<file path="src/rtl/spi_slave_frame.sv">
// SPI slave: DATA_W-bit MSB-first words in any CPOL/CPHA mode, full-duplex, with per-frame word accounting.
// rx_valid rises 1 clk after the final synchronised sample edge; a word completing while rx_valid && !rx_ready is dropped and sets overrun.
module spi_slave_frame #(
  parameter int DATA_W      = 8,
  parameter int FRAME_WORDS = 4,
  parameter bit CPOL        = 1'b0,
  parameter bit CPHA        = 1'b0,
  parameter int SYNC_STAGES = 2,
  localparam int IDX_W      = (FRAME_WORDS > 1) ? $clog2(FRAME_WORDS) : 1
) (
  input  logic              clk,
  input  logic              reset,
  input  logic              sck,
  input  logic              cs,
  input  logic              mosi,
  output logic              miso,
  output logic              miso_oe,
  input  logic [DATA_W-1:0] tx_data,
  output logic              tx_req,
  output logic [DATA_W-1:0] rx_data,
  output logic [IDX_W-1:0]  rx_idx,
  output logic              rx_valid,
  input  logic              rx_ready,
  output logic              overrun,
  output logic              frame_done,
  output logic              frame_ok
);
  localparam int BIT_W = $clog2(DATA_W);
  localparam int CNT_W = $clog2(FRAME_WORDS + 2);
  localparam logic [BIT_W-1:0] LAST_BIT = BIT_W'(DATA_W - 1);
  localparam logic [IDX_W-1:0] LAST_IDX = IDX_W'(FRAME_WORDS - 1);
  localparam logic [CNT_W-1:0] CNT_SAT  = CNT_W'(FRAME_WORDS + 1);
  localparam logic [CNT_W-1:0] CNT_OK   = CNT_W'(FRAME_WORDS);

  logic [SYNC_STAGES-1:0] sck_sync, cs_sync, mosi_sync;
  logic                   s_sck, s_cs, s_mosi;
  logic                   sck_prev, cs_prev, in_frame;
  logic                   sck_rise, sck_fall, sample_edge, shift_edge, cs_fall, word_end;
  logic [BIT_W-1:0]       bit_cnt;
  logic [CNT_W-1:0]       word_cnt;
  logic [IDX_W-1:0]       idx_cnt;
  logic [DATA_W-2:0]      rx_shift;
  logic [DATA_W-2:0]      tx_rest;
  logic [DATA_W-1:0]      rx_word;

  always_ff @(posedge clk) begin
    if (reset) begin
      sck_sync  <= {SYNC_STAGES{CPOL}};
      cs_sync   <= '0;
      mosi_sync <= '0;
    end else begin
      sck_sync  <= {sck_sync[SYNC_STAGES-2:0], sck};
      cs_sync   <= {cs_sync[SYNC_STAGES-2:0], cs};
      mosi_sync <= {mosi_sync[SYNC_STAGES-2:0], mosi};
    end
  end

  assign s_sck       = sck_sync[SYNC_STAGES-1];
  assign s_cs        = cs_sync[SYNC_STAGES-1];
  assign s_mosi      = mosi_sync[SYNC_STAGES-1];
  assign sck_rise    = s_sck & ~sck_prev;
  assign sck_fall    = ~s_sck & sck_prev;
  assign sample_edge = (CPOL == CPHA) ? sck_rise : sck_fall;
  assign shift_edge  = (CPOL == CPHA) ? sck_fall : sck_rise;
  assign cs_fall     = cs_prev & ~s_cs;
  assign rx_word     = {rx_shift, s_mosi};
  assign word_end    = in_frame & ~s_cs & sample_edge & (bit_cnt == LAST_BIT);
  // in_frame only sets on a seen cs fall, so a frame cut by reset stays ignored until cs cycles
  assign miso_oe     = in_frame & ~s_cs;

  always_ff @(posedge clk) begin
    if (reset) begin
      sck_prev   <= CPOL;
      cs_prev    <= 1'b0;
      in_frame   <= 1'b0;
      bit_cnt    <= '0;
      word_cnt   <= '0;
      idx_cnt    <= '0;
      rx_shift   <= '0;
      tx_rest    <= '0;
      miso       <= 1'b0;
      tx_req     <= 1'b0;
      rx_data    <= '0;
      rx_idx     <= '0;
      rx_valid   <= 1'b0;
      overrun    <= 1'b0;
      frame_done <= 1'b0;
      frame_ok   <= 1'b0;
    end else begin
      sck_prev   <= s_sck;
      cs_prev    <= s_cs;
      tx_req     <= 1'b0;
      frame_done <= 1'b0;
      frame_ok   <= 1'b0;

      if (s_cs) begin
        in_frame <= 1'b0;
        bit_cnt  <= '0;
        word_cnt <= '0;
        idx_cnt  <= '0;
        rx_shift <= '0;
        if (in_frame) begin
          frame_done <= 1'b1;
          frame_ok   <= (word_cnt == CNT_OK) && (bit_cnt == '0);
        end
      end else if (cs_fall) begin
        in_frame <= 1'b1;
        if (!CPHA) begin
          miso    <= tx_data[DATA_W-1];
          tx_rest <= tx_data[DATA_W-2:0];
          tx_req  <= 1'b1;
        end
      end else if (in_frame) begin
        if (sample_edge) begin
          rx_shift <= rx_word[DATA_W-2:0];
          if (bit_cnt == LAST_BIT) begin
            bit_cnt <= '0;
            if (word_cnt != CNT_SAT) word_cnt <= word_cnt + 1'b1;
            idx_cnt <= (idx_cnt == LAST_IDX) ? '0 : idx_cnt + 1'b1;
          end else begin
            bit_cnt <= bit_cnt + 1'b1;
          end
        end
        // A shift edge seen with bit_cnt at 0 starts a word: after a completed word (CPHA=0) or the first edge (CPHA=1)
        if (shift_edge) begin
          if (bit_cnt == '0) begin
            miso    <= tx_data[DATA_W-1];
            tx_rest <= tx_data[DATA_W-2:0];
            tx_req  <= 1'b1;
          end else begin
            miso    <= tx_rest[DATA_W-2];
            tx_rest <= {tx_rest[DATA_W-3:0], 1'b0};
          end
        end
      end

      if (word_end) begin
        if (!rx_valid || rx_ready) begin
          rx_data  <= rx_word;
          rx_idx   <= idx_cnt;
          rx_valid <= 1'b1;
        end else begin
          overrun <= 1'b1;
        end
      end else if (rx_ready) begin
        rx_valid <= 1'b0;
      end
    end
  end
endmodule

</file>
<file path="config.mk">
export PLATFORM = sky130hd
export DESIGN_NAME = spi_slave_frame
export DESIGN_NICKNAME = d
export VERILOG_FILES = /design/src/rtl/spi_slave_frame.sv
export SDC_FILE = /design/constraint.sdc
export NUM_CORES = 1
export LEC_CHECK = 0
export ABC_AREA = 1
export BUFFER_PORTS_ARGS = -buffer_cell sky130_fd_sc_hd__clkbuf_2
export CORE_ASPECT_RATIO = 0.8
export CORE_MARGIN = 2
export CORE_UTILIZATION = 55
export DETAILED_ROUTE_END_ITERATION = 16
export HOLD_SLACK_MARGIN = 0.12
export MAX_ROUTING_LAYER = met4
export PLACE_DENSITY_LB_ADDON = 0.3
export SYNTH_ARGS = -nofsm -noshare
export SYNTH_HDL_FRONTEND = slang
export SYNTH_SLANG_ARGS = --single-unit
</file>
<file path="constraint.sdc">
create_clock -name clk -period 4.2 [get_ports clk]
set_input_delay 0.84 -clock clk [delete_from_list [all_inputs] [get_ports clk]]
set_output_delay 0.84 -clock clk [all_outputs]
set_load 0.05 [all_outputs]
</file>
==> results.cfg, run 1 <==
[sta]
hold_viol = 0
fin_tns_setup_ns = 0
whs_ns = 0.407
slew_violations = 0
timing.fmax_ghz = 0.487
finClkSkew_ns = 0.00678
fin_crit_ns = 2.05
final.period_utilization_pct = 48.9
tightest_slew_ns = 0.469
setup_violations = 0
rsz0062_at_grt = no
maxSlewHeadroom_pct = 68.6

[routing]
wl_um = 3190
num_vias = 1560
drc_errors = 0
drtPass1Iterations = 4
vias_per_cell = 4.83
ant_nets = 0
post_drt_wl_per_cell_um = 9.87
drtIter0Drc = 49

[logic_synthesis]
syn-cell-area_mm2 = 0.00192
yosys_warnings = 0
synth.distinct_cells = 21
yosys_register_bits = 47
yosysTopAreaCell = dfxtp_1
synth_area_per_cell_um2 = 7.63
syn_nets = 272
synth.area.top_cells = dfxtp_1 49%, nand2_1 8.2%, nor2_1 6.9%
yosysTopAreaCellShare_pct = 49.1
syn-instance-count = 251
yosysSeqAreaShare_pct = 49.1

[clock_tree]
clkSinkCount = 47
htreeDepth = 2
cts_setup_buffers = 0
cts.hold.buffers_added = 0
clock_latency_ns = 0.29
clk_path_buf_depth = 2
clkTransAtPathRegs_ns = 0.08
cts_tree = built
cts_made_buffers = 5
clockRootBuffer = clkbuf_8
cts_resized = 0

[layout]
finalNetCount = 301
seq_area_um2 = 941
n_antenna_cell = 0
fill_cells = 326
drive_gt1_share_pct = 16.0
area_growth_pct = 12.1
stdcell_area_mm2 = 0.00215
multi_input_area_um2 = 785

[critical_path]
start_kind = flip-flop
critPathArrivalTime_ns = 2.22
crit_path_top_delay_cell = nor2_2
cpPeakStageDelay_ns = 0.43
worstPathCellList = ha_1 -> ha_1 -> nand3_1 -> nor2_2 -> nand2_1 -> nand2_1 -> a21oi_1
path_class = reg2reg
end_kind = flip-flop
required_ns = 4.36
path_max_fanout = 12

[floorplanning]
num_rows = 19
die_h_um = 56.8
die_width_um = 70.0
coreArea_mm2 = 0.00338
dieArea_mm2 = 0.00397
num_io_pins = 31
initial_utilization_pct = 56.7

[placed_design]
io_buffers = 30
dpl_cell_area_mm2 = 0.00207
gp_congestion = 0.794
hpwl_um = 2340

[worst_hold_path]
hold_path_class = reg2reg

[pwr]
p_leak_uw = 0.00100
finalPower_uw = 745
ir_worst_vdd_v = 0.000247
power_per_cell_area_mw_per_mm2 = 347

[global_routing]
grt_pass1_wl_um = 5620
grt_use_total_pct = 18.1
grt_pass1_vias = 1372
grt_max_degree = 24
antenna_found_initial = 0
overflow = 0

[job]
cap_violations = 0

[outcome]
status = finished clean
worst max-delay path, delay by kind of cell, from the launching register on:
family / cells / cell delay (ns)
simple gates: 4 / 1.18
fa+ha+maj: 2 / 0.32
compound gates: 1 / 0.07
flops: 1 / 0.36
per-layer routing:
| layer | wire (um) | vias to the layer above | track usage, % |
|---|---|---|---|
| met5 | 0 | - | - |
| met1 | 1650 | 691 | 22.7 |
| met3 | 126 | 4 | 4.85 |
| li1 | - | 845 | - |
| met2 | 1390 | 20 | 28.6 |
| met4 | 25 | 0 | 5.77 |
cells in the final DEF (no fill, tap or decap), drive strengths merged:
cell type   n
xor2        1
dfxtp      47
nand2      45
nor3        2
inv        37
nor2       38
o21ai      24
clkbuf     37
nand4       1
a21oi      23
ha          7
clkinv      1
nand3      18
state kept, by name, summed over array words and instances (netlist names), 2 cells and up:
register   cells
bit_cnt        3
cs_sync        2
idx_cnt        2
tx_rest        7
rx_shift       7
rx_data        8
rx_idx         2
sck_sync       2
mosi_sync      2
word_cnt       3
cell type report:
type | count | share of cell area, %
Inverter | 37 | 6.46
Timing Repair Buffer | 30 | 6.99
Clock buffer | 7 | 3.55
Multi-Input combinational cell | 159 | 36.5
Sequential cell | 47 | 43.8
Clock inverter | 1 | 0.233
Tap cell | 42 | 2.45
synthesized netlist by cell type:
cell	count
nor2_2	1
buf_2	2
ha_1	7
inv_2	3
nand2_4	2
nand4_1	1
inv_1	34
nand3_1	18
nand2_2	1
nor2_1	35
o21ai_0	23
a21oi_1	23
clkbuf_1	3
dfxtp_1	47
o21ai_1	1
nand2_1	42
nor2_4	2
xor2_1	1
buf_6	2
nor3_1	2
buf_4	1
path summary, 6_finish.rpt:
check	startpoint	to	slack, ns	cells after the start
worst max register to register	bit_cnt[1]	rx_data[3]	2.15	7
worst min register to register	cs_sync[0]	cs_sync[1]	0.41	2
worst max-delay path	bit_cnt[1]	rx_data[3]	2.15	7
worst min-delay path	cs_sync[0]	cs_sync[1]	0.41	2
stage by stage:
| step | std cells | utilization (%) | setup slack [ns] |
|---|---|---|---|
| 3_3_place_gp | 315 | 61.2 | 2.13 |
| 4_1_cts | 323 | 63.6 | 2.16 |
| 6_report | 323 | 63.6 | 2.15 |
| 2_1_floorplan | 251 | - | 2.63 |
| 3_5_place_dp | 315 | 61.2 | 2.06 |
| 5_1_grt | 323 | 63.6 | 2.00 |
cell families (layout without fill, tap and decap cells):
logic type | Yosys count | in the layout | synth area share [%]
AO/OA/AOI/OAI | 47 | 47 | 12.3
XOR/XNOR | 1 | 1 | 0.457
adder cells (fa/ha/maj) | 7 | 7 | 4.57
buffers and inverters | 45 | 75 | 9.93
flip-flops | 47 | 47 | 49.1
AND/OR/NAND/NOR | 104 | 104 | 23.6
where the power goes:
| group | internal, uW | switching, uW | total [uW] |
|---|---|---|---|
| Sequential | 452 | 3.69 | 456 |
| Clock | 117 | 137 | 254 |
| Combinational | 12.7 | 22.8 | 35.5 |
| Total | 581 | 163 | 745 |
(Power assumes the default switching activity.)
==> inputs of run 2 (changes only) <==
--- a/config.mk
+++ b/config.mk
@@ -9,7 +9,7 @@
 export BUFFER_PORTS_ARGS = -buffer_cell sky130_fd_sc_hd__clkbuf_2
 export CORE_ASPECT_RATIO = 0.8
 export CORE_MARGIN = 2
-export CORE_UTILIZATION = 55
+export CORE_UTILIZATION = 49
 export DETAILED_ROUTE_END_ITERATION = 16
 export HOLD_SLACK_MARGIN = 0.12
 export MAX_ROUTING_LAYER = met4
==> constraint.sdc (replaced) <==
create_clock -name clk -period 1.7 [get_ports clk]
set_input_delay 0.34 -clock clk [delete_from_list [all_inputs] [get_ports clk]]
set_output_delay 0.34 -clock clk [all_outputs]
set_load 0.05 [all_outputs]
==> results.cfg, run 2 (same netlist as run 1, synthesis figures left out) <==
[global_routing]
grt_use_total_pct = 18.2
antenna_found_initial = 0
overflow = 0
grt_pass1_wl_um = 5820
grt_max_degree = 23
grt_pass1_vias = 1349

[clock_tree]
clockRootBuffer = clkbuf_8
htreeDepth = 2
cts_setup_buffers = 0
clkSinkCount = 47
clkTransAtPathRegs_ns = 0.08
cts_tree = built
clk_path_buf_depth = 2
clock_latency_ns = 0.30
cts_resized = 0
cts.hold.buffers_added = 0
cts_made_buffers = 5

[critical_path]
required_ns = 1.36
end_kind = output port
rrSetupSlack_ns = 0.25
path_class = reg2out
critPathArrivalTime_ns = 1.21
path_max_fanout = 6
start_kind = flip-flop

[pwr]
pwr-share-comb_pct = 5.1
power_frac_seq_pct = 61.1
power_per_cell_area_mw_per_mm2 = 837
ir_worst_vdd_v = 0.000563
power_switching_uw = 403
p_leak_uw = 0.00103
clkPwrFrac_pct = 33.8
p_int_uw = 1440
switching_share_pct = 21.9

[sta]
slew_violations = 0
finClkSkew_ns = 0.00500
fin_tns_setup_ns = 0
tightest_slew_ns = 0.356
timing.fmax_ghz = 0.646
hold_viol = 0
setup_violations = 0
rsz0062_at_grt = no
maxSlewHeadroom_pct = 76.2
fin_crit_ns = 1.55
final.period_utilization_pct = 91.0

[floorplanning]
die_width_um = 73.9
coreArea_mm2 = 0.00378
dieArea_mm2 = 0.00443
num_rows = 20
num_io_pins = 31
die_h_um = 59.9
initial_utilization_pct = 50.7

[layout]
seq_area_um2 = 941
final_cell_mix = 47 x dfxtp_1, 42 x nand2_1, 35 x nor2_1
largestRegisters = rx_data (8), rx_shift (7), tx_rest (7)
area_growth_pct = 15.0
largest_reg_flops = 8
fill_cells = 362
drive_gt1_share_pct = 17.5
post-route-util_pct = 58.3
n_antenna_cell = 0
multi_input_area_um2 = 785
layout_commonest_cell = dfxtp_1
regMostFlops = rx_data
finalNetCount = 306

[outcome]
status = finished clean

[routing]
ant_nets = 0
dr_wl_met2_um = 1450
drt-met1-wl_um = 1730
vias_per_cell = 4.67
wl_um = 3410
drtIter0Drc = 69
drtPass1Iterations = 4
post_drt_wl_per_cell_um = 10.0
drc_errors = 0
num_vias = 1591
top_layer_used = met4
wl_met3_um = 148

[worst_hold_path]
hold_path_class = in2reg

[placed_design]
hpwl_um = 2570
io_buffers = 30
gp_congestion = 0.822

[job]
cap_violations = 0
-- run 2: cell types whose count changed in the layout (fill, tap and decap cells not counted), sizes merged --
cell | previous run | this run
buf | 0 | 5
-- run 2: power groups by stage --
stage	clock, uW	combinational, uW	sequential [uW]
after floorplan	0	58.4	1150
after global placement	0	93.1	1150
after detailed placement	0	94.4	1150
after CTS	651	94.8	1130
after global routing	706	108	1130
final	623	93.6	1130
-- run 2: layout make-up --
type | count | area share [%]
clock buffer | 7 | 3.47
sequential | 47 | 42.7
inverter | 37 | 6.31
tap | 55 | 3.13
timing repair buffer | 35 | 8.52
clock inverter | 1 | 0.227
multi-input combinational | 159 | 35.6
-- run 2: worst paths after layout --
path / endpoint / from / depth (start not counted)
setup / recovery: miso_oe / in_frame / 3
hold / removal: sck_sync[0] / sck / 3
setup reg to reg: rx_data[2] / bit_cnt[0] / 7
hold reg to reg: mosi_sync[1] / mosi_sync[0] / 2
-- run 2: layer usage --
layer  vias up  global-route usage [%]
li1        856                       -
met4         0                    9.35
met5         -                       -
met1       696                    24.0
met2        31                    25.9
met3         8                    4.55
-- run 2: critical path, stage by stage, from the launching register on --
cell,delay [ns]
dfxtp_1,0.44
inv_2,0.09
nor2_4,0.10
clkbuf_2,0.28
-- run 2: through the flow --
step	power (uW)	worst slack, ns	cell area, um2	hold WS, ns	cells
after floorplan	1210	0.283	1920	0.388	251
final	1840	0.153	2200	0.225	341
after global routing	1940	0.0485	2200	0.216	341
after detailed placement	1250	0.215	2120	0.397	333
after global placement	1240	0.233	2120	0.389	333
after CTS	1870	0.148	2200	0.212	341
==> inputs of run 3 (changes only) <==
--- a/config.mk
+++ b/config.mk
@@ -8,7 +8,6 @@
 export ABC_AREA = 1
 export BUFFER_PORTS_ARGS = -buffer_cell sky130_fd_sc_hd__clkbuf_2
 export CORE_ASPECT_RATIO = 0.8
-export CORE_MARGIN = 2
 export CORE_UTILIZATION = 49
 export DETAILED_ROUTE_END_ITERATION = 16
 export HOLD_SLACK_MARGIN = 0.12
==> results.cfg, run 3 (same netlist as run 1, synthesis figures left out) <==
[layout]
seq_area_um2 = 941
fill_cells = 353
n_antenna_cell = 0
multi_input_area_um2 = 797
largest_reg_flops = 8
final_cell_mix = 47 x dfxtp_1, 41 x nand2_1, 35 x nor2_1
drive_gt1_share_pct = 18.9
largestRegisters = rx_data (8), rx_shift (7), tx_rest (7)
area_growth_pct = 16.9
stdcell_area_mm2 = 0.00224
regMostFlops = rx_data
layout_commonest_cell = dfxtp_1
finalNetCount = 305

[pwr]
p_int_uw = 1630
switching_share_pct = 21.1
power_frac_seq_pct = 54.6
power_switching_uw = 434
p_leak_uw = 0.00104
pwr-share-comb_pct = 4.6
ir_worst_vdd_v = 0.000618
power_per_cell_area_mw_per_mm2 = 920
clkPwrFrac_pct = 40.8

[sta]
tightest_slew_ns = 0.283
maxSlewHeadroom_pct = 81.1
worst_slack_ns = 0.157
slew_violations = 0
hold_viol = 0
finClkSkew_ns = 0.00621
timing.fmax_ghz = 0.648
fin_tns_setup_ns = 0
setup_violations = 0
rsz0062_at_grt = no
final.period_utilization_pct = 90.8
fin_crit_ns = 1.54

[clock_tree]
clock_latency_ns = 0.30
cts_setup_buffers = 0
clkSinkCount = 47
cts.hold.buffers_added = 0
cts_tree = built
htreeDepth = 2
clk_path_buf_depth = 2
clkTransAtPathRegs_ns = 0.09
cts_resized = 0
clockRootBuffer = clkbuf_8
cts_made_buffers = 5

[routing]
post_drt_wl_per_cell_um = 10.3
wl_um = 3480
drtPass1Iterations = 4
num_vias = 1600
ant_nets = 0
drc_errors = 0
vias_per_cell = 4.75
drtIter0Drc = 76

[critical_path]
required_ns = 1.36
critPathArrivalTime_ns = 1.20
worstPathCellList = inv_2 -> nor2_4 -> clkbuf_2
critPathBufInv = 2
cpPeakStageDelay_ns = 0.45
crit_family = flip-flops
path_max_fanout = 6
start_kind = flip-flop
end_kind = output port
crit_path_top_delay_cell = dfxtp_1
path_class = reg2out

[floorplanning]
die_h_um = 57.9
die_width_um = 71.9
num_io_pins = 31
coreArea_mm2 = 0.00359
num_rows = 19
dieArea_mm2 = 0.00417
initial_utilization_pct = 53.4

[global_routing]
grt_use_total_pct = 19.8
grt_pass1_vias = 1435
overflow = 0
grt_max_degree = 23
grt_pass1_wl_um = 6020
antenna_found_initial = 0

[job]
cap_violations = 0

[placed_design]
pre_cts_ws_ns = 0.0867
gp_congestion = 0.773
hpwl_um = 2480
dpl_cell_area_mm2 = 0.00211
io_buffers = 30

[worst_hold_path]
hold_path_class = in2reg

[outcome]
status = finished clean
-- run 3: worst paths after layout --
kind,to,depth (start not counted),slack (ns),from
worst max-delay path,miso_oe,3,0.16,in_frame
worst min-delay path,mosi_sync[0],3,0.22,mosi
worst max register to register,rx_idx[1],7,0.21,bit_cnt[0]
worst min register to register,mosi_sync[1],2,0.40,mosi_sync[0]
-- run 3: worst min-delay path: cells and delay by family --
family	cells	cell delay (ns)
buffers and inverters	2	0.12
and+or+nand+nor	1	0.03
-- run 3: power groups by stage --
| stage | sequential, uW | combinational (uW) | clock [uW] |
|---|---|---|---|
| global placement | 1150 | 92.3 | 0 |
| floorplan | 1150 | 58.4 | 0 |
| CTS | 1130 | 94.9 | 854 |
| detailed placement | 1150 | 94.5 | 0 |
| finish | 1130 | 94.7 | 841 |
| global route | 1130 | 108 | 909 |
-- run 3: final cells by class --
| cell class | instances | share of cell area, % |
|---|---|---|
| clock buffers | 6 | 3.69 |
| flip-flops and latches | 47 | 42.0 |
| inverters | 37 | 6.20 |
| multi-input cells | 159 | 35.6 |
| repair buffers | 34 | 8.04 |
| well taps | 52 | 2.91 |
| clock inverters | 2 | 1.56 |
-- run 3: through the flow --
step / util (%) / hold WS [ns] / cells / total power [uW]
global route: 62.4 / 0.226 / 337 / 2150
floorplan: - / 0.388 / 251 / 1210
global placement: 58.8 / 0.390 / 329 / 1240
CTS: 62.0 / 0.219 / 337 / 2070
detailed placement: 58.8 / 0.393 / 329 / 1250
finish: 62.4 / 0.218 / 337 / 2060
-- run 3: metal layers --
metal	part of all wire [%]	vias to the layer above	global-route usage (%)	wire length, um
li1	-	855	-	-
met1	51	699	24.0	1770
met2	43	39	31.1	1490
met3	4.0	7	4.70	140
met4	2.1	0	10.1	74
met5	0	-	-	0
